File: src/rtl/mux_arb_sched.sv
// Six-requester round-robin burst arbiter driving a registered 6:1 data mux.
// Ownership is held until the burst ends on 'last' or after MAX_BURST beats.
module mux_arb_sched #(
    parameter int DATA_W    = 8,
    parameter int MAX_BURST = 4
) (
    input  logic              clk,
    input  logic              rst_n,
    input  logic [5:0]        req,
    input  logic [5:0]        last,
    input  logic [DATA_W-1:0] data_0,
    input  logic [DATA_W-1:0] data_1,
    input  logic [DATA_W-1:0] data_2,
    input  logic [DATA_W-1:0] data_3,
    input  logic [DATA_W-1:0] data_4,
    input  logic [DATA_W-1:0] data_5,
    output logic [5:0]        gnt,
    output logic [2:0]        ctrl,
    output logic              out_valid,
    output logic [DATA_W-1:0] out_data,
    output logic [2:0]        out_src,
    input  logic              out_ready
);

    typedef enum logic {
        IDLE,
        XFER
    } state_t;

    state_t            r_state;
    logic [2:0]        r_ctrl;
    logic [2:0]        r_ptr;
    logic [3:0]        r_cnt;
    logic              r_out_valid;
    logic [DATA_W-1:0] r_out_data;
    logic [2:0]        r_out_src;

    logic [DATA_W-1:0] w_sel_data;
    logic              w_req_own;
    logic              w_last_own;
    logic              w_found;
    logic [2:0]        w_pick;
    logic              w_accept;
    logic              w_burst_end;

    function automatic logic [2:0] f_wrap(input logic [2:0] p, input int k);
        logic [3:0] s;
        s = {1'b0, p} + 4'(k);
        return (s >= 4'd6) ? 3'(s - 4'd6) : s[2:0];
    endfunction

    // Owner-indexed view of the requester inputs
    always_comb begin
        w_sel_data = data_0;
        w_req_own  = req[0];
        w_last_own = last[0];
        case (r_ctrl)
            3'd1: begin
                w_sel_data = data_1;
                w_req_own  = req[1];
                w_last_own = last[1];
            end
            3'd2: begin
                w_sel_data = data_2;
                w_req_own  = req[2];
                w_last_own = last[2];
            end
            3'd3: begin
                w_sel_data = data_3;
                w_req_own  = req[3];
                w_last_own = last[3];
            end
            3'd4: begin
                w_sel_data = data_4;
                w_req_own  = req[4];
                w_last_own = last[4];
            end
            3'd5: begin
                w_sel_data = data_5;
                w_req_own  = req[5];
                w_last_own = last[5];
            end
            default: begin
                w_sel_data = data_0;
                w_req_own  = req[0];
                w_last_own = last[0];
            end
        endcase
    end

    // Scan upward from the slot after the last burst owner
    always_comb begin
        w_found = 1'b0;
        w_pick  = 3'd0;
        for (int k = 1; k <= 6; k++) begin
            if (!w_found && req[f_wrap(r_ptr, k)]) begin
                w_found = 1'b1;
                w_pick  = f_wrap(r_ptr, k);
            end
        end
    end

    assign w_accept = (r_state == XFER) && w_req_own &&
                      (!r_out_valid || out_ready);

    assign w_burst_end = w_accept &&
                         (w_last_own || (r_cnt + 4'd1 == 4'(MAX_BURST)));

    assign gnt = w_accept ? (6'b000001 << r_ctrl) : 6'b000000;

    always_ff @(posedge clk or negedge rst_n) begin
        if (!rst_n) begin
            r_state     <= IDLE;
            r_ctrl      <= 3'd0;
            r_ptr       <= 3'd5;
            r_cnt       <= 4'd0;
            r_out_valid <= 1'b0;
            r_out_data  <= '0;
            r_out_src   <= 3'd0;
        end else begin
            case (r_state)
                IDLE: begin
                    if (w_found) begin
                        r_ctrl  <= w_pick;
                        r_cnt   <= 4'd0;
                        r_state <= XFER;
                    end
                end
                XFER: begin
                    if (w_accept) begin
                        r_cnt <= r_cnt + 4'd1;
                    end
                    if (w_burst_end) begin
                        r_ptr   <= r_ctrl;
                        r_state <= IDLE;
                    end
                end
                default: r_state <= IDLE;
            endcase
            if (w_accept) begin
                r_out_valid <= 1'b1;
                r_out_data  <= w_sel_data;
                r_out_src   <= r_ctrl;
            end else if (out_ready) begin
                r_out_valid <= 1'b0;
            end
        end
    end

    assign ctrl      = r_ctrl;
    assign out_valid = r_out_valid;
    assign out_data  = r_out_data;
    assign out_src   = r_out_src;

endmodule

File: config.mk
export PLATFORM = sky130hd
export DESIGN_NAME = mux_arb_sched
export DESIGN_NICKNAME = d
export VERILOG_FILES = /design/src/rtl/mux_arb_sched.sv
export SDC_FILE = /design/constraint.sdc
export NUM_CORES = 1
export LEC_CHECK = 0
export BUFFER_PORTS_ARGS = -buffer_cell sky130_fd_sc_hd__buf_4
export CORE_ASPECT_RATIO = 2
export CORE_MARGIN = 5
export CORE_UTILIZATION = 48
export CTS_BUF_LIST = sky130_fd_sc_hd__clkbuf_8
export CTS_CLUSTER_SIZE = 16
export DETAILED_ROUTE_END_ITERATION = 16
export PLACE_DENSITY = 0.77
export SLEW_MARGIN = 20
export SYNTH_ARGS = -nofsm -noshare
export SYNTH_HDL_FRONTEND = slang
export SYNTH_SLANG_ARGS = --single-unit
export TNS_END_PERCENT = 20
File: constraint.sdc
create_clock -name clk -period 4.3 [get_ports clk]
set_input_delay 0.43 -clock clk [delete_from_list [all_inputs] [get_ports clk]]
set_output_delay 0.43 -clock clk [all_outputs]
set_load 0.01 [all_outputs]
**Yosys cells after proc, flatten, opt, wreduce, memory -nomap -nowiden**

Index checks and enable logic that the tools add are counted.

- Flip-flop bits (word level): 23
- Output and inout port bits: 21
- Input bits: 63
- Memories: 0
- Latch bits: 0
- Bits in writable memories: 0
- Memory bits (read-only): 0

- Reductions and logical operators: 20
- Muxes and demuxes: 42
- Add/subtract/negate cells: 13
- Divide/modulo/power cells: 0
- Bitwise gates (word level): 1
- Multiply operators: 0
- Order comparisons: 12
- Shift operators: 1
- Eq/ne operators: 8

Operator list:

| kind | count |
|---|---|
| case mux 8 bit (5 select lines) | 1 |
| 2-to-1 mux 3 bit | 12 |
| greater-or-equal comparator 4 x 3 -> 1 bit, second input constant | 6 |
| < comparator 3 x 4 -> 1 bit, second input constant | 6 |
| binary-select mux 1 bit (select 3 bit) | 6 |
| subtractor 3 bit, second input constant | 6 |
| 2-to-1 mux 1 bit | 16 |
| adder 3 x 3 -> 4 bit, second input constant | 3 |
| case mux 1 bit (5 select lines) | 2 |
| adder 3 x 2 -> 4 bit, second input constant | 2 |
| logical AND 1 bit | 8 |
| 2-to-1 mux 4 bit | 2 |
| case mux 4 bit (2 select lines) | 1 |
| == test 3 x 2 -> 1 bit, second input constant | 2 |
| == test 3 bit, second input constant | 2 |
| zero test 1 bit | 6 |
| 2-to-1 mux 6 bit | 1 |
| AND reduction 2 bit | 3 |
| left shift 1 x 3 -> 6 bit, first input constant | 1 |
| adder 3 x 1 -> 4 bit, second input constant | 1 |
| adder 4 x 1 -> 4 bit, second input constant | 1 |
| == test 4 x 3 -> 1 bit, second input constant | 1 |
| == test 3 x 1 -> 1 bit, second input constant | 1 |
| logical OR 1 bit | 2 |
| other kinds (5) | 5 |

**Depth between registers and ports, before layout**

- Word-level depth: 23
- Gate-level depth with buffers: 13

**Least setup slack after synthesis**

No wires, ideal clock.

- Path kind: reg-to-reg
- Start point: reg r_ptr[2]
- End point: reg r_ctrl[1], in the netlist ctrl[1]
- Data required time: 4.206 ns
- Slack: 0.953 ns
- Cell stages (with the launch flop): 12
- Path buffers: 1
- Data arrival time: 3.253 ns
- Cell sequence: dfstp_2 > buf_2 > inv_1 > ha_1 > a211oi_2 > xnor2_1 > mux2_4 > or2_4 > or4b_4 > nor3b_4 > a211oi_1 > a221oi_2

- Word-level cells in the longest chain between the ends: 22
- Elaborated cells between the ends (all ways): 59
- Classes of those cells: add/sub (12); order compare (6); mux (30); reduce/logical (11)

RTL lines:

| element | RTL line | text |
|---|---|---|
| from (decl) | 32 | `logic [2:0] r_ptr;` |
| from (signal assigned) | 134 | `r_ptr <= r_ctrl;` |
| adder 3 x 1 -> 4 bit | 48 | `s = {1'b0, p} + 4'(k);` |
| greater-or-equal comparator 4 x 3 -> 1 bit / subtractor 3 bit (equally long branches) | 49 | `return (s >= 4'd6) ? 3'(s - 4'd6) : s[2:0];` |
| 2-to-1 mux 3 bit | 49 |  |
| binary-select mux 1 bit (select 3 bit) | 96 | `if (!w_found && req[f_wrap(r_ptr, k)]) begin` |
| 2-to-1 mux 1 bit (implied by the code) | 96 |  |
| 2-to-1 mux 1 bit | 96 |  |
| zero test 1 bit | 96 |  |
| logical AND 1 bit | 96 |  |
| [6 not listed] | - |  |
| 2-to-1 mux 1 bit | 96 |  |
| zero test 1 bit | 96 |  |
| logical AND 1 bit | 96 |  |
| 2-to-1 mux 1 bit | 96 |  |
| zero test 1 bit | 96 |  |
| logical AND 1 bit | 96 |  |
| 2-to-1 mux 1 bit | 96 |  |
| AND reduction 2 bit (no source line) | - |  |
| to (signal assigned) | 124 | `r_ctrl <= w_pick;` |
| to (decl) | 31 | `logic [2:0] r_ctrl;` |

Several ways; a longest one is shown, not always the timed one. The select of a mux whose other input is x is not followed.
A chain may end at the register's enable or synchronous reset.

**Final worst setup path**

- Start point: reg r_ptr[0]
- End point: reg r_ctrl[1], in the netlist ctrl[1]

The elaborated chain is that of the path after synthesis.

==> impl_metrics.toml <==
[worst_setup_path]
path_cells = "inv_1 > ha_1 > inv_1 > xnor2_1 > nor3_1 > or2_0 > nor4b_1 > a31o_2 > a211oi_1 > a221oi_2"
slowest_delay_ns = 0.87
cp.required_ns = 4.48
cp-start-kind = "flip-flop"
rrSetupSlack_ns = 0.65
crit_type = "reg2reg"
crit_path_end_kind = "flip-flop"
cp_max_fo = 25
crit_top_cell = "inv_1"
path_buf_inv = 2
critPathArrivalTime_ns = 3.83
rr_worst_depth = 10
crit_path_top_delay_cell = "dfstp_2"
cp_top_family = "simple AND/OR/NAND/NOR gates"
crit_cells = 10

[status]
outcome = "finished clean"

[timing]
setup_viol = 0
drv_slew = 0
min_period_ns = 3.65
max_freq_mhz = 274
tightestPinTransition_ns = 0.663
hold_violations = 0
hold_slack_ns = 0.0480
rsz0062_at_grt = "false"
tns_ns = 0
slew_headroom_pct = 55.8
skew_ns = 0.00907
period_share_pct = 84.9

[layout]
diodes = 0
fillers = 445
final_nets = 447
area_delta_synth_final_pct = 28.0
drive_gt1_share_pct = 31.1

[pwr]
p_per_area_nw_per_um2 = 755
leakagePower_uw = 0.00141
total_power_uw = 2330
ir_drop_mv = 0.569

[route]
dr.pass1.iters = 5
drc = 0
num_vias = 2511
drt.antenna.violating_nets = 0
drt-total-wl_um = 7480
vias_per_cell = 5.88
post_drt_wl_per_cell_um = 17.5
drtIter0Drc = 180

[placed_design]
hpwlAfterDp_um = 6010
gp_congestion = 0.980
io_buffers = 83

[clock_network]
cts_buffer_depth = 2
htreeDepth = 1
postCtsSetupBuffers = 0
cts_tree = "yes"
clock-sinks = 23
clk_pin_slew_ns = 0.09
cts_resized = 0
ctsRootBufferMaster = "clkbuf_8"
numCtsBuffers = 3
hold_buffers = 0
clkLatencyLatePin_ns = 0.27

[grt]
grt_usage_pct = 23.2
grt_util_met3_pct = 2.10
grt_first_pass_wirelength_um = 11700
grt_max_degree = 37
grtUsageMet1_pct = 24.9
grt_use_met2_pct = 42.4
grt_pass1_vias = 2434
gr-max-usage-layer = "met2"
overflow = 0
antenna_found_initial = 0

[floorplanning]
start_util_pct = 49.6
fp-row-count = 36
die_h_um = 110
dieWidth_um = 60.1
pin_count = 84
die_area_um2 = 6630
core_area_um2 = 4860

[logic_synthesis]
synth_fp_nets = 373
yosysSeqAreaShare_pct = 24.0
synth_warnings = 0
synth_seq_cells = 23
synth_area_leaders = "dfrtp_1 22%, o21ai_0 7.7%, nand2_1 6.8%"
synth_edf_count = 0
syn_area_um2 = 2410
syn_inst = 297
async_reset_ff_share_pct = 100
synth_top_area_cell = "dfrtp_1"
synth_cell_type_count = 62
synth_top_area_share_pct = 21.8
syn_area_per_cell_um2 = 8.12
synth-main-ff-cell = "dfrtp_1"

[run]
cap_violations = 0

[worst_hold_path]
hold_class = "in2async"
-- worst register-to-register path, delay by kind of cell (launching register included) --
kind | cells | cell delay [ns]
xor+xnor | 1 | 0.18
flops | 1 | 0.87
compound gates | 3 | 0.78
simple gates | 3 | 0.90
buf+inv | 2 | 0.32
fa+ha+maj | 1 | 0.52
-- sequential cells by signal, summed over array words and instances (netlist names) --
name and cells:
r_state 1, ctrl 3, out_data 8, out_valid 1, out_src 3, r_ptr 3
r_cnt 4
-- where the power goes --
part           switching (uW)  internal, uW  leakage (uW)  total (uW)
clock network            70.6          63.8     0.0000269         134
registers                 148           324      0.000281         473
logic                     958           766       0.00110        1720
-- layer usage --
layer / up-vias / part of all wire, %
li1: 1249 / -
met1: 1149 / 34
met2: 95 / 55
met3: 18 / 7.6
met4: 0 / 3.4
met5: - / 0
-- path summary, 6_finish.rpt --
path	startpoint	to
max	r_ptr[0]$_DFFE_PN1P_	ctrl[1]$_DFFE_PN0P_
min	rst_n	r_ptr[1]$_DFFE_PN0P_
max reg2reg	r_ptr[0]$_DFFE_PN1P_	ctrl[1]$_DFFE_PN0P_
min reg2reg	out_data[4]$_DFFE_PN0N_	out_data[4]$_DFFE_PN0N_
max in group asynchronous	rst_n	r_ptr[0]$_DFFE_PN1P_
min in group clk	out_ready	out_valid$_DFFE_PN0P_
-- kinds of logic (layout without fill, tap and decap cells) --
group / count (synthesis) / after routing / share of synthesized area (%)
AO/OA/AOI/OAI: 96 / 96 / 25.8
AND/OR/NAND/NOR: 101 / 101 / 21.4
XOR/XNOR: 10 / 10 / 3.63
buffers and inverters: 29 / 102 / 5.81
adder cells (fa/ha/maj): 13 / 13 / 6.74
flip-flops: 23 / 23 / 24.0
multiplexers: 25 / 25 / 12.7
-- cells in the mapped netlist, types with 2 or more instances --
cell      number
nand2_1       44
o21ai_0       37
dfrtp_1       21
nor2_1        15
mux2i_1       14
ha_1          13
clkbuf_1      11
o22ai_1       10
a21oi_1        9
inv_1          9
nand3_1        9
mux2_2         7
nor3_1         6
xnor2_1        6
a211oi_1       5
a22o_1         4
a22oi_1        4
a31oi_1        4
nor3b_1        4
o211ai_1       4
xor2_1         4
nand4b_1       3
nor4_1         3
a21o_1         2
a221oi_1       2
a31o_2         2
buf_1          2
buf_2          2
buf_6          2
dfstp_2        2
mux4_2         2
nand2b_1       2
nor2b_1        2
o221ai_1       2
or2_2          2
-- cell type report --
class	instances	area [um^2]	area share, %
Clock buffer	3	41.3	1.34
Timing Repair Buffer	88	661	21.4
Multi-Input combinational cell	245	1690	54.9
Inverter	10	37.5	1.22
Sequential cell	23	578	18.7
Clock inverter	1	3.75	0.122
Tap cell	57	71.3	2.31
-- cell usage in the layout, fill, tap and decap left out, types with 5 or more instances in the layout --
cell type   n
nand3_1     9
a21oi_1     9
o21ai_0    37
nand2_1    44
dfrtp_1    21
inv_1      10
xnor2_1     6
nor2_1     15
nor3_1      6
ha_1       13
buf_4      88
o22ai_1    10
mux2i_1    14
a211oi_1    5
mux2_2      7
-- metrics by stage --
stage | area, um^2 | setup slack [ns] | utilization (%) | cells
2_1_floorplan | 2410 | 0.953 | - | 297
3_3_place_gp | 3040 | 0.875 | 62.5 | 423
3_5_place_dp | 3040 | 0.717 | 62.5 | 423
4_1_cts | 3090 | 0.691 | 63.5 | 427
5_1_grt | 3090 | 0.437 | 63.5 | 427
6_report | 3090 | 0.650 | 63.5 | 427
Power figures use the tool's default switching activity.
